`config.mk`:
```
export PLATFORM = sky130hd
export DESIGN_NAME = div_unit
export DESIGN_NICKNAME = d
export VERILOG_FILES = /design/src/rtl/div_unit.sv
export SDC_FILE = /design/constraint.sdc
export NUM_CORES = 1
export LEC_CHECK = 0
export CAP_MARGIN = 20
export CORE_MARGIN = 3
export CORE_UTILIZATION = 55
export DETAILED_ROUTE_END_ITERATION = 8
export PLACE_DENSITY = 0.78
export RECOVER_POWER = 100
export SYNTH_ARGS = -nofsm -noshare
export SYNTH_HDL_FRONTEND = slang
export SYNTH_SLANG_ARGS = --single-unit
```
`constraint.sdc`:
```
create_clock -name clock -period 3.5 [get_ports clock]
set_clock_uncertainty 0.2 [all_clocks]
set_input_delay 0.7 -clock clock [delete_from_list [all_inputs] [get_ports clock]]
set_output_delay 0.7 -clock clock [all_outputs]
set_load 0.1 [all_outputs]
```
`src/rtl/div_unit.sv`:
```
// Multicycle restoring divider: one trial subtract per cycle, WIDTH+1 cycles from start to result_rdy.
// Optional build macro DIV_SIGNED_EN selects two's-complement operands with sign correction and overflow flag.
module div_unit #(
  parameter int WIDTH = 32
) (
  input  logic             clock,
  input  logic             reset_n,
  input  logic             start,
  input  logic [WIDTH-1:0] dividend,
  input  logic [WIDTH-1:0] divisor,
  output logic             busy,
  output logic             result_rdy,
  output logic [WIDTH-1:0] quotient,
  output logic [WIDTH-1:0] remainder,
  output logic             exception,
  output logic [1:0]       state_dbg
);

  // Handshake: start is taken on any rising edge where the unit is IDLE (busy low);
  // result_rdy is a one-cycle pulse, and quotient/remainder/exception hold until the next one.

  localparam int CW = $clog2(WIDTH) + 1;

  typedef enum logic [1:0] {IDLE = 2'd0, CALC = 2'd1, FIX = 2'd2} state_t;

  state_t           state, state_nxt;
  logic [CW-1:0]    count;
  logic [WIDTH-1:0] rem_r, quo_r, dvsr_r;
  logic             neg_q, neg_r, dz_r, ovf_r;
  logic             a_neg, b_neg, ovf_in, div_zero;
  logic [WIDTH-1:0] a_mag, b_mag;
  logic [WIDTH:0]   shifted, trial;

  assign div_zero = (divisor == '0);

`ifdef DIV_SIGNED_EN
  assign a_neg  = dividend[WIDTH-1];
  assign b_neg  = divisor[WIDTH-1];
  assign a_mag  = a_neg ? -dividend : dividend;
  assign b_mag  = b_neg ? -divisor  : divisor;
  assign ovf_in = (dividend == {1'b1, {(WIDTH-1){1'b0}}}) && (divisor == '1);
`else
  assign a_neg  = 1'b0;
  assign b_neg  = 1'b0;
  assign a_mag  = dividend;
  assign b_mag  = divisor;
  assign ovf_in = 1'b0;
`endif

  // The partial remainder is always below the divisor, so one extra bit holds the shifted value.
  assign shifted = {rem_r, quo_r[WIDTH-1]};
  assign trial   = shifted - {1'b0, dvsr_r};

  always_ff @(posedge clock or negedge reset_n) begin
    if (!reset_n) state <= IDLE;
    else          state <= state_nxt;
  end

  always_comb begin
    state_nxt = state;
    case (state)
      IDLE:    if (start) state_nxt = div_zero ? FIX : CALC;
      CALC:    if (count == CW'(WIDTH - 1)) state_nxt = FIX;
      FIX:     state_nxt = IDLE;
      default: state_nxt = IDLE;
    endcase
  end

  always_comb begin
    busy      = (state != IDLE);
    state_dbg = state;
  end

  // A divide-by-zero passes through FIX directly, carrying the raw dividend in quo_r.
  always_ff @(posedge clock or negedge reset_n) begin
    if (!reset_n) begin
      count      <= '0;
      rem_r      <= '0;
      quo_r      <= '0;
      dvsr_r     <= '0;
      neg_q      <= 1'b0;
      neg_r      <= 1'b0;
      dz_r       <= 1'b0;
      ovf_r      <= 1'b0;
      result_rdy <= 1'b0;
      quotient   <= '0;
      remainder  <= '0;
      exception  <= 1'b0;
    end else begin
      result_rdy <= 1'b0;
      case (state)
        IDLE: if (start) begin
          dvsr_r <= b_mag;
          rem_r  <= '0;
          count  <= '0;
          neg_q  <= a_neg ^ b_neg;
          neg_r  <= a_neg;
          ovf_r  <= ovf_in;
          dz_r   <= div_zero;
          quo_r  <= div_zero ? dividend : a_mag;
        end
        CALC: begin
          count <= count + CW'(1);
          if (!trial[WIDTH]) begin
            rem_r <= trial[WIDTH-1:0];
            quo_r <= {quo_r[WIDTH-2:0], 1'b1};
          end else begin
            rem_r <= shifted[WIDTH-1:0];
            quo_r <= {quo_r[WIDTH-2:0], 1'b0};
          end
        end
        FIX: begin
          result_rdy <= 1'b1;
          if (dz_r) begin
            quotient  <= '0;
            remainder <= quo_r;
            exception <= 1'b1;
          end else begin
            quotient  <= neg_q ? -quo_r : quo_r;
            remainder <= neg_r ? -rem_r : rem_r;
            exception <= ovf_r;
          end
        end
        default: ;
      endcase
    end
  end

endmodule

```
==> impl_metrics.json <==
{
  "die-area_mm2": 0.0186,
  "setup_viol": 0,
  "finalNonFillerCells": 1387,
  "reg2reg_from": "rem_r[5]",
  "syn-cell-area_mm2": 0.00935,
  "grtUsageTotal": 0.259,
  "clk_pin_slew_worst_paths_ns": 0.07,
  "synthTopCellsByCount": "204 x nand2_1, 171 x dfrtp_1, 147 x o21ai_0",
  "synthFlopType": "dfrtp_1",
  "rsz0062_at_grt": "no",
  "drc": 0,
  "nets": 1255,
  "violations": "capacitance limit, slew limit",
  "wl_per_cell_um": 17.1,
  "cts_buffer_depth": 2,
  "first_pass_iters": 7,
  "drt_iter0_markers": 606,
  "hp-class": "flop to flop",
  "h-tree-depth": 4,
  "grt_pass1_vias": 7407,
  "yosys_register_bits": 171,
  "ys_seq_area_frac": 0.458,
  "grt_max_degree": 131,
  "relSlewSlack": -0.257,
  "hold_viol": 0,
  "dp_hpwl_um": 17100,
  "portBuffers": 135,
  "min_to": "quotient[3]",
  "synthArstFlopShare": 1.00,
  "rrSetupSlack_ns": 0.20,
  "placed_cells": 1351,
  "overflow": 0,
  "area_growth_pct": 19.4,
  "rr_worst_depth": 10,
  "grt_first_pass_wirelength_um": 38000,
  "tightest_slew_ns": 1.89,
  "synth_cells": 1033,
  "die_x_um": 136,
  "maxCapViolCount": 2,
  "slew_violations": 72,
  "crit_fanout": 5,
  "row_count": 47,
  "synth_cell_types": 58,
  "antenna_left": 0,
  "critPathKind": "flop to flop",
  "core_area_mm2": 0.0166,
  "yosysWarningCount": 0,
  "cts_tree": "yes",
  "antenna_found_initial": 0,
  "synth.avg_cell_area_um2": 9.05,
  "finalCritPeriodShare": 0.943,
  "dpl_cell_area_mm2": 0.0108,
  "gp_congestion": 0.922,
  "die_h_um": 136,
  "synthesis.nets": 1134,
  "synthTopCellsByArea": "dfrtp_1 46%, nand2_1 8.2%, o21ai_0 7.9%",
  "fmaxAchievable_mhz": 303,
  "min_path_cells": 2,
  "status": "finished, violations left",
  "fillers": 1437,
  "fin_hold_ws_ns": 0.278,
  "cts_buffers": 17,
  "period_needed_ns": 3.30,
  "start_kind": "flop",
  "routed_via_density": 5.82,
  "reg2reg_to": "rem_r[31]",
  "start_util": 0.564,
  "synth-edff-count": 0,
  "design_area_mm2": 0.0112,
  "clk_latency_ns": 0.44,
  "synth_area_leader_cell": "dfrtp_1",
  "vias": 8072,
  "arrival_ns": 3.37,
  "diodes": 0,
  "critPathRequiredTime_ns": 3.58,
  "clock-sinks": 171,
  "hold_start": "quotient[3]",
  "drive_gt1_frac": 0.0608,
  "fin_setup_tns_ns": 0,
  "synth_top_area_share": 0.458,
  "yosysMostFrequentCell": "nand2_1",
  "ios": 136,
  "wl_um": 23700,
  "cts_root_buf": "clkbuf_16",
  "end_kind": "flop"
}
## metrics by stage
step           utilization  setup slack, ns
3_5_place_dp         0.652            0.157
4_1_cts              0.689            0.139
2_1_floorplan            -            0.482
3_3_place_gp         0.652            0.255
5_1_grt              0.673           0.0506
6_report             0.673            0.201
## how the worst max path moves through the flow
stage                     depth (start not counted)   endpoint  startpoint  slack (ns)
after global routing                             13  rem_r[19]   quo_r[31]        0.05
final                                            10  rem_r[31]    rem_r[5]        0.20
after CTS                                        13   rem_r[3]   quo_r[31]        0.14
after detailed placement                         13   rem_r[3]   quo_r[31]        0.16
after floorplan                                  13  rem_r[21]   quo_r[31]        0.48
after global placement                           13   rem_r[8]   quo_r[31]        0.25
## final cells by class
cell class	count	area, um^2	area share
clock buffer	19	443	0.0397
tap	220	275	0.0246
inverter	40	150	0.0134
timing repair buffer	168	1180	0.106
multi-input combinational	756	4660	0.417
sequential	171	4280	0.383
clock inverter	13	176	0.0158
## sequential cells by signal, summed over array words and instances (netlist names)
signal,flops
state_dbg,2
exception,1
rem_r,32
quotient,32
dz_r,1
quo_r,32
dvsr_r,32
result_rdy,1
count,6
remainder,32
## placed cells by master (no fill, tap or decap), types with 4 or more instances in the layout
cell,instances
nand2_1,203
dfrtp_1,170
o21ai_0,147
clkbuf_1,73
mux2i_1,63
clkdlybuf4s50_1,63
inv_1,40
a21oi_1,38
nand2b_1,35
ha_1,33
buf_4,23
nor2_1,22
o211ai_1,22
nor3_1,21
a21o_1,17
clkbuf_16,17
xnor2_1,15
a221o_1,13
nand4_1,11
o21a_1,10
nand3_1,9
o31ai_1,9
o21bai_1,8
xor2_1,8
nor4_1,8
and3_1,6
a211oi_1,5
inv_6,5
nor2b_1,4
a31oi_1,4
or3_1,4
o311ai_0,4
clkbuf_2,4
## critical path: stages (launching register included)
cell and delay, ns:
dfrtp_1 0.44, ha_1 0.38, and3_1 0.21, and3_1 0.20, or3_1 0.41, o211ai_1 0.36
a21oi_1 0.14, o311ai_0 0.44, buf_4 0.18, a21o_1 0.08, o221ai_1 0.10
## kinds of logic (layout without fill, tap and decap cells)
logic type,after synthesis,count (layout),synth area share
AOI/OAI and AO/OA,300,300,0.199
DFF,171,171,0.458
xor gates and xnor gates,23,23,0.0215
adders and majority gates,34,34,0.0463
and+or+nand+nor,335,335,0.161
muxes,64,64,0.0686
buffers and inverters,106,240,0.0454
## layer usage
| layer | vias to the layer above | routed length (um) | global-route usage |
|---|---|---|---|
| li1 | 3895 | - | - |
| met1 | 3834 | 11200 | 0.391 |
| met2 | 313 | 10300 | 0.390 |
| met3 | 30 | 1960 | 0.0440 |
| met4 | 0 | 271 | 0.0638 |
| met5 | - | 0 | 0 |
## timing repair
item	CTS	global route
resized for setup	0	3
hold endpoints to repair	0	0
buffers inserted	0	3
hold buffers	0	0
endpoints found under the setup margin	0	11
Power is not shown: default switching activity piles up to over one toggle a cycle in this logic, so the estimate is an artifact.
==> RTL edit 1 (config.mk and constraints unchanged) <==
Add a define of `DIV_SIGNED_EN`.
--- a/src/rtl/div_unit.sv
+++ b/src/rtl/div_unit.sv
@@ -2,2 +2,4 @@
 // Optional build macro DIV_SIGNED_EN selects two's-complement operands with sign correction and overflow flag.
+`define DIV_SIGNED_EN
+
 module div_unit #(
Function: same outputs for any inputs over 10 cycles, from zero or initial values and one cycle with reset_n low; that may be too few to reach the edited logic, so the function may still have changed.
==> RTL edit 1 against the original RTL <==
  * The flow finishes with violations (max-capacitance violations, max-slew violations, negative setup slack)
  * Design area increased by 26%
  * Register-to-register slack lost 0.18 ns
  * Via count grew 35%
  * Hold slack is essentially flat
  * Area after synthesis increased by 22%
  * Routed wire length increased by 32%
  * Sequential cell count rose by 3
  * Setup slack got worse by 0.22 ns
  * Global-route usage grew 0.97 points
==> RTL edit 1: results (changes against the original RTL) <==
STA
  – Final Slew Violations: 139 (+93%)
  – Slew headroom: -0.05981 (+0.1973)
  – # setup viols final: 1 (+1)
  – PnR worst setup slack: -0.02212 ns (-0.2227 ns)
  – Worst hold slack: 0.2780 ns (+0.0001780 ns)

Logic synthesis
  – Top cells by count, synth: 199 x nand2_1, 175 x o21ai_0, 174 x dfrtp_1
  – Largest cells by area after synthesis: dfrtp_1 38%, xor2_1 8.2%, o21ai_0 7.6%
  – Syn Inst Count: 1,369 (+33%)
  – Post-Synth Adder-Cell Area: 0.04327 (-0.003020)
  – Post-synthesis mux area share: 0.01224 (-0.05640)
  – Post-synthesis xor/xnor area fraction: 0.1132 (+0.09167)
  – Area fraction in compound gates after synthesis: 0.2282 (+0.02881)
  – Seq/Total Area, Yosys: 0.3803 (-0.07730)
  – Synth cell types: 66 (+14%)

Drt
  – WL met2: 14,840 um (+44%)
  – Average wire per standard cell: 17.01 um (-0.60%)
  – Vias after detailed routing: 10,910 (+35%)
  – Pre-Repair DR Iteration Count: 8 (+1)
  – Initial DRC count: 804 (+33%)
  – Met3 WL post-DR: 2231 um (+14%)
  – Metal-1 WL: 13,550 um (+21%)

Critical path
  – RR Endpoint: quotient[30]
  – Worst reg2reg path depth: 9 (-1)
  – CP startpoint: divisor[8]
  – Worst setup path endpoint: quo_r[11]
  – Worst Path Arrival: 3.55 ns (+0.18 ns)
  – R2R Setup Slk: 0.02 ns (-0.18 ns)
  – Max incr delay on CP: 0.46 ns (+0.02 ns)
  – Slowest stage cell, crit path: or3_4
  – Kind of cell adding the most delay to the critical path: simple AND/OR/NAND/NOR gates
  – Reg2Reg Launch Point: quo_r[6]
  – Max FO, Critical Path: 9 (+4)

Job
  – Max-cap violations: 2 (unchanged)

Layout
  – Layout cells sized above 1: 0.1193 (+0.05842)
  – Cell Count, Final, Fillers Out: 1,838 (+33%)
  – Final net count: 1,662 (+32%)
  – Filler instances: 1,734 (+21%)

Outcome
  – Status: complete, but fails checks
  – Violated checks: max-capacitance violations, max-slew violations, negative setup slack

Pwr
  – Seq. pwr: between 0.003 and 0.004 W
  – Leak: between 6 and 7 nW

GRT
  – Met1 usage: 0.3709 (-0.02013)
  – Met3 GRT Util: 0.04244 (-0.001597)
  – GRT Resource Usage Total: 0.2684 (+0.009658)
  – Largest net degree at the start of global routing: 97 (-26%)
  – Vias in the first global route: 9,944 (+34%)
  – First-pass GRT wire length: 49,250 um (+30%)

Placement
  – DP Cell Count: 1,800 (+33%)
  – DP Worst Slack: -0.5213 ns (-0.6784 ns)
  – Area after DPL: 13,570 sq um (+26%)
  – Hpwl dp: 22,590 um (+32%)
  – Final GP Congestion: 0.9650 (+4.7%)

Worst hold path
  – Hold_sp: quotient[2]
  – Hold Path Sink: quotient[2]
RTL edit 1: cell types whose count changed in the layout (fill, tap and decap cells not counted), moves of 24 or more:
cell	before	now
mux2i_1	63	14
buf_4	23	102
a21oi_1	38	62
xnor2_1	15	40
a22oi_1	0	30
nand3_1	9	42
o31ai_1	9	34
xor2_1	8	107
nor2_1	22	85
RTL edit 1: cell type report:
class	instances	area [sq um]	share of cell area
Tap cell	270	337.8	0.02409
Clock buffer	18	439.2	0.03131
Clock inverter	13	156.4	0.01115
Multi-Input combinational cell	1063	6738	0.4804
Inverter	52	195.2	0.01392
Timing Repair Buffer	248	1805	0.1287
Sequential cell	174	4354	0.3104
RTL edit 1: timing repair:
item,in CTS,in global routing
gates cloned,1,3
setup endpoints to repair,17,60
pin swaps,0,19
setup buffers,0,3
resized for setup,4,53
RTL edit 1: worst min-delay path: stages, from the launching register on:
cell,delay (ns)
dfrtp_1,0.34
nand2_1,0.04
o21ai_0,0.06
==> RTL edit 2 (same settings) <==
Made on the original files. Put a register stage on the output `state_dbg`, cleared by the reset. The value now appears one clock later. The other outputs are not delayed to match.
--- a/src/rtl/div_unit.sv
+++ b/src/rtl/div_unit.sv
@@ -24,2 +24,4 @@
   typedef enum logic [1:0] {IDLE = 2'd0, CALC = 2'd1, FIX = 2'd2} state_t;
+
+  logic [1:0] state_dbg_d;
 
@@ -70,3 +72,3 @@
     busy      = (state != IDLE);
-    state_dbg = state;
+    state_dbg_d = state;
   end
@@ -128,2 +130,10 @@
 
+  always_ff @(posedge clock or negedge reset_n) begin
+    if (!reset_n) begin
+      state_dbg <= '0;
+    end else begin
+      state_dbg <= state_dbg_d;
+    end
+  end
+
 endmodule
Check against the original RTL: not equivalent (a bounded check fails within 4 cycles, from zero or initial values and one cycle with reset_n low).
==> RTL edit 2 against the original RTL <==
  * The flow still finishes with violations (max-capacitance violations, max-slew violations)
  * Design area grew 2.7%
  * First-iteration DRC count shrank 8.7%
  * Routed wire length grew 5.4%
  * Area after synthesis grew 2.0%
  * Hold slack lost 0.0050 ns
  * Setup slack lost 0.066 ns
  * Utilization grew 1.1 points
  * Synthesized cell count grew 1.4%
  * Sequential cell count grew 2
==> RTL edit 2: results (changes against the original RTL) <==
Outcome
  – Status: complete, but fails checks
  – Violated checks: max-capacitance violations, max-slew violations

Drt
  – Initial DRC count: 553 (-8.7%)
  – Metal-1 WL: 11,910 um (+6.6%)
  – WL met2: 10,960 um (+6.1%)
  – Vias after detailed routing: 8,316 (+3.0%)

Critical path
  – Max incr delay on CP: 0.41 ns (-0.03 ns)
  – Max FO, Critical Path: 7 (+2)

Logic synthesis
  – Synth cell types: 70 (+21%)
  – Area fraction in compound gates after synthesis: 0.1895 (-0.009899)
  – Post-synthesis xor/xnor area fraction: 0.02203 (+0.0004857)
  – Post-Synth Adder-Cell Area: 0.04537 (-0.0009287)
  – Post-synthesis mux area share: 0.06857 (about the same)
  – Seq/Total Area, Yosys: 0.4537 (-0.003935)
  – Syn Nets: 1,148 (+1.2%)
  – Largest cells by area after synthesis: dfrtp_1 45%, nand2_1 8.3%, o21ai_0 7.8%

GRT
  – Met1 usage: 0.4099 (+0.01883)
  – Vias in the first global route: 7,580 (+2.3%)
  – GRT Resource Usage Total: 0.2672 (+0.008507)
  – Antenna violations before repair: 1 (+1)
  – Met3 GRT Util: 0.03543 (-0.008614)
  – First-pass GRT wire length: 39,700 um (+4.6%)

Layout
  – Cell Count, Final, Fillers Out: 1,416 (+2.1%)
  – Filler instances: 1,404 (-2.3%)
  – Final net count: 1,283 (+2.2%)

Job
  – Max-cap violations: 2 (unchanged)

CTS
  – Number of gates resized after CTS: 2 (+2)

STA
  – Tightest Pin Transition: 1.872 ns (-0.01324 ns)
  – Final Slew Violations: 186 (+160%)

Pwr
  – Total power draw: 0.01266 W

Placement
  – DP Worst Slack: -0.2639 ns (-0.4210 ns)
## RTL edit 2: cell types whose count changed in the layout (fill, tap and decap cells not counted), moves of 7 or more
cell	before	now
nand2_1	203	211
buf_4	23	30
nand4_1	11	30
nor3_1	21	7
o21a_1	10	3
a221o_1	13	1
## RTL edit 2: cell type report
class                      count  share of cell area
clock buffer                  19             0.03861
sequential                   173              0.3774
antenna                        1           0.0002181
multi-input combinational    772              0.4268
timing repair buffer         177              0.1066
clock inverter                13             0.01309
tap                          220             0.02399
inverter                      41             0.01341
## RTL edit 2: final timing paths
path	startpoint	to	slack, ns	cells after the start
worst min-delay path	quotient[18]	quotient[18]	0.27	2
worst min register to register	quotient[18]	quotient[18]	0.27	2
min in group asynchronous	reset_n	quotient[8]	0.48	1
worst max register to register	quo_r[31]	rem_r[3]	0.13	12
max in group asynchronous	reset_n	dvsr_r[31]	0.71	2
worst max-delay path	quo_r[31]	rem_r[3]	0.13	12
